`src/rtl/pen_region_decoder.sv`:
```
// Pen region decoder: maps a pen sample (x, y, button, page) to a board cell
// and/or a screen region. Board cells are found by walking grid boundaries one
// per cycle (no divider); regions are scanned one table entry per cycle.
// Optional feature macro: CHANGE_ONLY_EN (publish only when the result changes).
module pen_region_decoder #(
  parameter int unsigned COORD_W     = 12,
  parameter int unsigned BOARD_N     = 15,
  localparam int unsigned SEAT_W     = $clog2(BOARD_N + 1),
  parameter int unsigned GRID_SIZE   = 23,
  parameter int unsigned X_BEGIN     = 148,
  parameter int unsigned Y_BEGIN     = 68,
  parameter int unsigned NUM_REGIONS = 4,
  localparam int unsigned REG_W      = $clog2(NUM_REGIONS + 1),
  // Entry i = {page[1:0], x0, x1, y0, y1}, inclusive bounds, entry 0 in LSBs
  parameter logic [NUM_REGIONS*(4*COORD_W+2)-1:0] REGION_TBL = {
    2'd0, COORD_W'(100), COORD_W'(200), COORD_W'(100), COORD_W'(200),
    2'd1, COORD_W'(0), {COORD_W{1'b1}}, COORD_W'(0), {COORD_W{1'b1}},
    2'd1, COORD_W'(520), COORD_W'(615), COORD_W'(352), COORD_W'(383),
    2'd2, COORD_W'(0), {COORD_W{1'b1}}, COORD_W'(0), {COORD_W{1'b1}}
  },
  parameter int unsigned BOARD_PAGE  = 1,
  parameter int unsigned BTN_IDLE    = 3
) (
  input  logic               clk,
  input  logic               rst_p,
  input  logic [COORD_W-1:0] x_i,
  input  logic [COORD_W-1:0] y_i,
  input  logic [7:0]         btn_i,
  input  logic [1:0]         page_i,
  input  logic               valid_i,
  output logic               ready_o,
  output logic [SEAT_W-1:0]  seat_x_o,
  output logic [SEAT_W-1:0]  seat_y_o,
  output logic [REG_W-1:0]   region_o,
  output logic [1:0]         area_o,
  output logic [7:0]         btn_o,
  output logic               result_valid_o,
  output logic               btn_valid_o
);

  localparam int unsigned ENT_W = 4 * COORD_W + 2;
  localparam int unsigned CW1   = COORD_W + 1;

  typedef enum logic [1:0] {StIdle, StLocate, StScan, StPublish} state_e;

  state_e             state_q, state_d;
  logic [COORD_W-1:0] x_q, x_d, y_q, y_d;
  logic [7:0]         btn_q, btn_d;
  logic [1:0]         page_q, page_d;
  logic [SEAT_W-1:0]  loc_cnt_q, loc_cnt_d;
  logic [REG_W-1:0]   scan_cnt_q, scan_cnt_d;
  logic [CW1-1:0]     bnd_x_q, bnd_x_d, bnd_y_q, bnd_y_d;
  logic [SEAT_W-1:0]  sx_q, sx_d, sy_q, sy_d;
  logic [REG_W-1:0]   reg_q, reg_d;
  logic [SEAT_W-1:0]  seat_x_q, seat_x_d, seat_y_q, seat_y_d;
  logic [REG_W-1:0]   region_q, region_d;
  logic [1:0]         area_q, area_d;
  logic [7:0]         btn_out_q, btn_out_d;
  logic               rv_q, rv_d, bv_q, bv_d;
`ifdef CHANGE_ONLY_EN
  logic               published_q, published_d;
`endif

  // Working signals for the per-cycle boundary and table tests
  logic [CW1-1:0]     upper_x, upper_y;
  logic               hit_x, hit_y;
  logic [ENT_W-1:0]   entry;
  logic               ent_match;
  logic               board_hit, btn_evt;
  logic [1:0]         area_new;

  assign ready_o        = (state_q == StIdle);
  assign seat_x_o       = seat_x_q;
  assign seat_y_o       = seat_y_q;
  assign region_o       = region_q;
  assign area_o         = area_q;
  assign btn_o          = btn_out_q;
  assign result_valid_o = rv_q;
  assign btn_valid_o    = bv_q;

  // Current grid cell test on both axes and current region entry test
  always_comb begin
    upper_x = bnd_x_q + CW1'(GRID_SIZE);
    upper_y = bnd_y_q + CW1'(GRID_SIZE);
    hit_x   = ({1'b0, x_q} >= bnd_x_q) && ({1'b0, x_q} < upper_x);
    hit_y   = ({1'b0, y_q} >= bnd_y_q) && ({1'b0, y_q} < upper_y);
    entry   = '0;
    for (int i = 0; i < int'(NUM_REGIONS); i++) begin
      if (scan_cnt_q == REG_W'(i)) entry = REGION_TBL[i*ENT_W +: ENT_W];
    end
    ent_match = (entry[4*COORD_W +: 2] == page_q) &&
                (x_q >= entry[3*COORD_W +: COORD_W]) &&
                (x_q <= entry[2*COORD_W +: COORD_W]) &&
                (y_q >= entry[COORD_W +: COORD_W]) &&
                (y_q <= entry[0 +: COORD_W]);
    board_hit = (page_q == 2'(BOARD_PAGE)) && (sx_q != '0) && (sy_q != '0);
    btn_evt   = (btn_q != 8'd0) && (btn_q != 8'(BTN_IDLE));
    if (board_hit)          area_new = 2'd1;
    else if (reg_q != '0)   area_new = 2'd2;
    else                    area_new = 2'd0;
  end

  // Next-state logic for the FSM and datapath
  always_comb begin
    state_d    = state_q;
    x_d        = x_q;
    y_d        = y_q;
    btn_d      = btn_q;
    page_d     = page_q;
    loc_cnt_d  = loc_cnt_q;
    scan_cnt_d = scan_cnt_q;
    bnd_x_d    = bnd_x_q;
    bnd_y_d    = bnd_y_q;
    sx_d       = sx_q;
    sy_d       = sy_q;
    reg_d      = reg_q;
    seat_x_d   = seat_x_q;
    seat_y_d   = seat_y_q;
    region_d   = region_q;
    area_d     = area_q;
    btn_out_d  = btn_out_q;
    rv_d       = 1'b0;
    bv_d       = 1'b0;
`ifdef CHANGE_ONLY_EN
    published_d = published_q;
`endif
    unique case (state_q)
      StIdle: begin
        if (valid_i) begin
          x_d        = x_i;
          y_d        = y_i;
          btn_d      = btn_i;
          page_d     = page_i;
          loc_cnt_d  = '0;
          scan_cnt_d = '0;
          bnd_x_d    = CW1'(X_BEGIN);
          bnd_y_d    = CW1'(Y_BEGIN);
          sx_d       = '0;
          sy_d       = '0;
          reg_d      = '0;
          state_d    = StLocate;
        end
      end
      StLocate: begin
        // Cells are disjoint, so at most one cycle hits per axis
        if (hit_y) sx_d = loc_cnt_q + SEAT_W'(1);
        if (hit_x) sy_d = loc_cnt_q + SEAT_W'(1);
        bnd_x_d = upper_x;
        bnd_y_d = upper_y;
        if (loc_cnt_q == SEAT_W'(BOARD_N - 1)) begin
          loc_cnt_d = '0;
          state_d   = StScan;
        end else begin
          loc_cnt_d = loc_cnt_q + SEAT_W'(1);
        end
      end
      StScan: begin
        // Keep the first match so the lowest index wins
        if (ent_match && (reg_q == '0)) reg_d = scan_cnt_q + REG_W'(1);
        if (scan_cnt_q == REG_W'(NUM_REGIONS - 1)) begin
          scan_cnt_d = '0;
          state_d    = StPublish;
        end else begin
          scan_cnt_d = scan_cnt_q + REG_W'(1);
        end
      end
      StPublish: begin
        seat_x_d  = sx_q;
        seat_y_d  = sy_q;
        region_d  = reg_q;
        area_d    = area_new;
        btn_out_d = btn_q;
        bv_d      = btn_evt;
`ifdef CHANGE_ONLY_EN
        rv_d = !published_q || btn_evt || (sx_q != seat_x_q) || (sy_q != seat_y_q) ||
               (reg_q != region_q) || (area_new != area_q);
        published_d = 1'b1;
`else
        rv_d = 1'b1;
`endif
        state_d = StIdle;
      end
      default: state_d = StIdle;
    endcase
  end

  // State and output registers, cleared asynchronously by rst_p
  always_ff @(posedge clk or posedge rst_p) begin
    if (rst_p) begin
      state_q    <= StIdle;
      x_q        <= '0;
      y_q        <= '0;
      btn_q      <= '0;
      page_q     <= '0;
      loc_cnt_q  <= '0;
      scan_cnt_q <= '0;
      bnd_x_q    <= '0;
      bnd_y_q    <= '0;
      sx_q       <= '0;
      sy_q       <= '0;
      reg_q      <= '0;
      seat_x_q   <= '0;
      seat_y_q   <= '0;
      region_q   <= '0;
      area_q     <= '0;
      btn_out_q  <= '0;
      rv_q       <= 1'b0;
      bv_q       <= 1'b0;
`ifdef CHANGE_ONLY_EN
      published_q <= 1'b0;
`endif
    end else begin
      state_q    <= state_d;
      x_q        <= x_d;
      y_q        <= y_d;
      btn_q      <= btn_d;
      page_q     <= page_d;
      loc_cnt_q  <= loc_cnt_d;
      scan_cnt_q <= scan_cnt_d;
      bnd_x_q    <= bnd_x_d;
      bnd_y_q    <= bnd_y_d;
      sx_q       <= sx_d;
      sy_q       <= sy_d;
      reg_q      <= reg_d;
      seat_x_q   <= seat_x_d;
      seat_y_q   <= seat_y_d;
      region_q   <= region_d;
      area_q     <= area_d;
      btn_out_q  <= btn_out_d;
      rv_q       <= rv_d;
      bv_q       <= bv_d;
`ifdef CHANGE_ONLY_EN
      published_q <= published_d;
`endif
    end
  end

endmodule

```
`config.mk`:
```
export PLATFORM = sky130hd
export DESIGN_NAME = pen_region_decoder
export DESIGN_NICKNAME = d
export VERILOG_FILES = /design/src/rtl/pen_region_decoder.sv
export SDC_FILE = /design/constraint.sdc
export NUM_CORES = 1
export LEC_CHECK = 0
export CORE_AREA = 2 2 109 111
export CTS_BUF_LIST = sky130_fd_sc_hd__clkbuf_4 sky130_fd_sc_hd__clkbuf_8
export CTS_CLUSTER_DIAMETER = 30
export CTS_CLUSTER_SIZE = 40
export DETAILED_ROUTE_END_ITERATION = 8
export DIE_AREA = 0 0 111 113
export PLACE_DENSITY = 0.86
export SLEW_MARGIN = 20
export SYNTH_ARGS = -nofsm -noshare
export SYNTH_HDL_FRONTEND = slang
export SYNTH_SLANG_ARGS = --single-unit
```
`constraint.sdc`:
```
create_clock -name clk -period 5.13 [get_ports clk]
set_clock_uncertainty 0.2 [all_clocks]
set_input_delay 1.026 -clock clk [delete_from_list [all_inputs] [get_ports clk]]
set_output_delay 1.026 -clock clk [all_outputs]
set_load 0.005 [all_outputs]
```
==> flow_summary.toml, run 1 <==
[run_status]
outcome = "completed"

[route]
first_iter_violations = 294
wl_per_cell_um = 19.07
avgViaCountPerCell = 6.389
via_count = 5341
drc = 0
drt-total-wl_um = 15940
antenna_left = 0
drtPass1Iterations = 5

[synth]
synth_edf_count = 0
netlist_area_um2 = 6623
ys.flop_type = "dfrtp_1"
yosys-top-cells-area = "dfrtp_1 (39%), ha_1 (18%), mux2_2 (9.7%), xnor2_1 (2.8%), inv_1 (2.6%)"
ys_warn_count = 0
syn_avg_cell_area_um2 = 10.55
synth.distinct_cells = 65
synthCells = 628
synth.most_common_cell = "dfrtp_1"
syn-num-nets = 760
synth_top_area_cell = "dfrtp_1"
synth_seq_cells = 103
synth-seq-area-share = 0.3892
async_flop_share = 1.000
synthTopCellsByCount = "dfrtp_1 (103), ha_1 (95), mux2_2 (57)"
synth_top_area_frac = 0.3892

[timing]
fmax_mhz = 262.6
period_share = 0.7424
worst_pin_slew_ns = 1.061
setup_viol = 0
slew_viol_final = 0
rsz0062_at_grt = "false"
post-route-min-period_ns = 3.809
setup_tns_ns = 0
hold_viol = 0
slew_headroom = 0.2927

[pwr]
p_per_area_nw_per_um2 = 651.2
p_leak_nw = 3.404
vdd_drop_max_v = 0.0003930
total_power_mw = 4.951

[setup_path]
rr_endpoint = "reg_q[2]"
cp_cell_sequence = "inv_1 -> ha_1 -> nor2b_1 -> o21ai_0 -> ha_1 -> a211oi_2 -> o21bai_1 -> a2111oi_2 -> o21ai_1 -> a2111o_1 -> o21ai_1"
r2r_cells = 11
crit_path_end_kind = "register"
r2r_slack_ns = 1.32
crit_type = "register to register"
rr_startpoint = "scan_cnt_q[0]"
critPathSlowestCell = "o21ai_0"
cp_max_fo = 7
worst_ep_required_time_ns = 5.24
critPathMaxStageDelay_ns = 0.75
arrival_ns = 3.92
cpLargestDelayFamily = "compound AO/OA/AOI/OAI gates"
cp_num_buf_inv = 1
worst_setup_path_start_kind = "register"

[clock_tree]
ctsResizeCount = 0
root_buffer = "clkbuf_8"
clkTransAtPathRegs_ns = 0.12
clk_latency_ns = 0.38
clockBufferDepth = 2
postCtsSetupRepairBufs = 0
cts_hold_buffers = 0
cts_inserted_buffers = 9
cts_tree = "yes"
h-tree-depth = 3
cts.sinks = 103

[cells_and_area]
fin_util = 0.6744
area_growth_pct = 14.79
diodes = 0
finalNetCount = 820
layout-drive-gt1-share = 0.1328

[placement]
gp_congestion = 0.9493
io_buffer_count = 60
dp_hpwl_um = 11840

[global_routing]
grt_pass1_vias = 5635
grt_pass1_wl_um = 26590
grt_max_degree = 55
antenna_found_initial = 0
grt_util_all_layers = 0.2621
overflow = 0

[min_path]
hold_path_depth = 1
hold_class = "register to register"
holdCritStartpoint = "btn_o[5]"
worstHoldEndpoint = "btn_o[5]"

[floorplanning]
num_rows = 39
die_w_um = 111
design.core.area_um2 = 11270
die_y_um = 113
die_area_um2 = 12540
ioPinCount = 61
initial_core_util = 0.5875

[run]
maxCapViolations = 0
-- layer usage --
metal  vias up  share of wire  wire length [um]  GRT usage
met1      2629           0.41              6461     0.3181
met3        63          0.058               919    0.04446
li1       2446              -                 -          -
met5         -              0                 0          0
met2       203           0.50              7935     0.4560
met4         0          0.039               624     0.1283
-- cell type report --
| type | count | area [um^2] |
|---|---|---|
| clock buffer | 9 | 123.9 |
| tap | 143 | 178.9 |
| timing repair buffer | 66 | 645.6 |
| inverter | 46 | 175.2 |
| sequential | 103 | 2577 |
| multi-input combinational | 462 | 3800 |
| clock inverter | 7 | 101.3 |
| fill | 802 | 3670 |
-- cell families (layout without fill, tap and decap cells) --
| logic type | after synthesis | after routing | synth area share |
|---|---|---|---|
| compound gates | 136 | 136 | 0.1425 |
| xor+xnor | 23 | 23 | 0.03042 |
| simple gates | 144 | 144 | 0.1137 |
| flops | 103 | 103 | 0.3892 |
| mux | 64 | 64 | 0.1077 |
| fa+ha+maj | 95 | 95 | 0.1795 |
| buf+inv | 63 | 128 | 0.03703 |
-- flip-flops by register name (all words and copies together), names as in the netlist, 3 cells and up --
register    count
bnd_x_q        13
bnd_y_q        13
btn_o           8
btn_q           8
loc_cnt_q       4
reg_q           3
region_o        3
scan_cnt_q      3
seat_x_o        4
seat_y_o        4
sx_q            4
sy_q            4
x_q            12
y_q            12
-- stage by stage --
step | hold slack, ns | area (um^2) | std cells | setup WS, ns
detailed placement | 0.2942 | 7377 | 820 | 1.447
CTS | 0.3205 | 7602 | 836 | 1.360
global placement | 0.2760 | 7377 | 820 | 1.630
finish | 0.3186 | 7602 | 836 | 1.321
global route | 0.3290 | 7602 | 836 | 1.130
floorplan | 0.2623 | 6623 | 628 | 1.200
-- layout by cell type, fill, tap and decap left out, drive strengths merged, types with 5 or more instances in the layout --
cell / instances
nor2b: 7
a21o: 7
nand2b: 5
dfrtp: 103
nand4: 14
o21ai: 33
clkbuf: 9
nand2: 30
nor3: 9
a21oi: 25
ha: 95
nor2: 33
a22o: 5
mux2i: 6
o22ai: 16
inv: 48
or3: 6
and2: 5
a211oi: 9
nand3: 15
mux2: 58
buf: 6
xnor2: 21
clkdlybuf4s50: 60
-- how the worst max path moves through the flow --
| stage | start | endpoint | slack (ns) | cells past startpoint |
|---|---|---|---|---|
| floorplan | rst_p | area_o[0] | 1.20 | 1 |
| global placement | scan_cnt_q[0] | reg_q[1] | 1.63 | 11 |
| detailed placement | scan_cnt_q[0] | reg_q[0] | 1.45 | 11 |
| CTS | scan_cnt_q[0] | reg_q[2] | 1.36 | 11 |
| global route | scan_cnt_q[0] | reg_q[2] | 1.13 | 11 |
| finish | scan_cnt_q[0] | reg_q[2] | 1.32 | 11 |
-- where the power goes --
part | internal [mW] | leakage (nW) | switching [mW]
Sequential | 1.10 | 1.30 | 0.387
Combinational | 1.33 | 1.99 | 1.57
Clock | 0.241 | 0.109 | 0.326
(Power assumes the default switching activity.)
==> run 2, diff against run 1 <==
- clock period: 5.13 -> 3.9 ns (I/O delays scaled with it)
==> flow_summary.toml, run 2 (same netlist as run 1, synthesis figures left out) <==
[cells_and_area]
finalNetCount = 824
reg.largest.list = "bnd_x_q (13), bnd_y_q (13)"
fin_cells = 840
regArea_um2 = 2577
diodes = 0
multiInputGateArea_um2 = 3800
layout-drive-gt1-share = 0.1377
layout_commonest_cell = "dfrtp_1"
final_cell_mix = "dfrtp_1 (103), ha_1 (95), clkdlybuf4s50_1 (60), mux2_2 (57), inv_1 (45)"
area_growth_pct = 14.87
fill_cells = 808

[setup_path]
rr_endpoint = "reg_q[2]"
worst_ep_required_time_ns = 4.01
r2r_slack_ns = 0.23
cpLargestDelayFamily = "compound AO/OA/AOI/OAI gates"
crit_top_cell = "ha_1"
crit_path_end_kind = "register"
r2r_cells = 11
cp_max_fo = 9
cp_num_buf_inv = 1
crit_type = "register to register"
critPathMaxStageDelay_ns = 0.44
critPathSlowestCell = "nor3_1"
cp_cell_sequence = "ha_1 -> ha_1 -> nor3_1 -> inv_1 -> ha_1 -> a211oi_2 -> o21bai_1 -> a2111oi_2 -> o21ai_1 -> a2111o_1 -> o21ai_1"
arrival_ns = 3.79
worst_setup_path_start_kind = "register"
rr_startpoint = "scan_cnt_q[0]"

[global_routing]
grt_util_all_layers = 0.2671
grt_pass1_vias = 5726
grt_max_degree = 50
grt_pass1_wl_um = 26810
antenna_found_initial = 0
overflow = 0

[clock_tree]
clk_latency_ns = 0.39
clkTransAtPathRegs_ns = 0.10
h-tree-depth = 3
cts_tree = "yes"
cts_inserted_buffers = 9
cts.sinks = 103
clockBufferDepth = 2
root_buffer = "clkbuf_8"

[floorplanning]
num_rows = 39
ioPinCount = 61
die_area_um2 = 12540
design.core.area_um2 = 11270
die_w_um = 111
die_y_um = 113
initial_core_util = 0.5875

[placement]
gp_congestion = 0.9029
dp_hpwl_um = 12180
post-place-ws_ns = 0.2320
placed_cells = 824
io_buffer_count = 60

[pwr]
pwr-share-comb = 0.596
pwr-share-clk = 0.102
switching_share = 0.4658
p_leak_nw = 3.402
p_int_mw = 3.473
p_per_area_nw_per_um2 = 854.6
vdd_drop_max_v = 0.0005503
p_seq_frac = 0.302
power.switching_mw = 3.028

[min_path]
hold_class = "register to register"
worstHoldEndpoint = "bnd_y_q[1]"
holdCritStartpoint = "bnd_y_q[1]"
hold_path_depth = 2

[timing]
fin_ws_ns = 0.2269
worst_pin_slew_ns = 1.106
rsz0062_at_grt = "false"
setup_tns_ns = 0
period_share = 0.9418
post-route-min-period_ns = 3.673
fmax_mhz = 272.3
hold_viol = 0
setup_viol = 0
slew_headroom = 0.2626
slew_viol_final = 0

[route]
drc = 0
drtPass1Iterations = 5
via_count = 5292
first_iter_violations = 282
wl_per_cell_um = 19.33
avgViaCountPerCell = 6.300
antenna_left = 0
drt-total-wl_um = 16240

[run]
maxCapViolations = 0

[run_status]
outcome = "completed"
run 2: tightest hold or removal path: cells and delay by family, from the launching register on:
family	cells	cell delay (ns)
AO/OA/AOI/OAI	1	0.06
flip-flops	1	0.37
AND/OR/NAND/NOR	1	0.05
run 2: what timing repair did:
item                       CTS  global route
resized for setup            0             1
hold buffers                 0             0
buffers inserted             0             0
setup endpoints to repair    0             3
run 2: how the worst max path moves through the flow:
| stage | endpoint | depth (start not counted) | from | slack, ns |
|---|---|---|---|---|
| finish | reg_q[2] | 11 | scan_cnt_q[0] | 0.23 |
| global route | reg_q[2] | 11 | scan_cnt_q[0] | 0.05 |
| CTS | reg_q[2] | 11 | scan_cnt_q[0] | 0.16 |
| detailed placement | reg_q[2] | 11 | scan_cnt_q[0] | 0.23 |
| global placement | reg_q[0] | 11 | scan_cnt_q[0] | 0.49 |
| floorplan | area_o[0] | 1 | rst_p | 0.22 |
run 2: power by group through the flow:
stage,sequential (mW),clock (mW),combinational (mW)
after floorplan,1.76,0,2.72
after global placement,1.92,0,3.47
after detailed placement,1.96,0,3.76
after CTS,1.94,0.675,3.82
after global routing,2.00,0.715,4.28
final,1.96,0.666,3.87
run 2: per-stage QoR:
step                  util  power, mW  hold slack (ns)  instance area (um^2)
finish              0.6749      6.501           0.3184                  7607
global route        0.6749      6.994           0.3408                  7607
detailed placement  0.6582      5.722           0.2920                  7420
CTS                 0.6749      6.433           0.3173                  7607
global placement    0.6582      5.391           0.2803                  7420
floorplan                -      4.482           0.2623                  6623
run 2: layout make-up:
cell class                 instances  area share
timing repair buffer              70     0.09046
clock buffer                       9     0.01628
sequential                       103      0.3388
inverter                          46     0.02303
multi-input combinational        462      0.4995
tap                              143     0.02352
clock inverter                     7    0.008388
run 2: metal layers:
layer	part of all wire	GRT usage	routed length, um	vias to the layer above
li1	-	-	-	2447
met1	0.40	0.3169	6561	2604
met2	0.50	0.4654	8125	191
met3	0.055	0.03535	901	50
met4	0.040	0.1617	649	0
met5	0	0	0	-
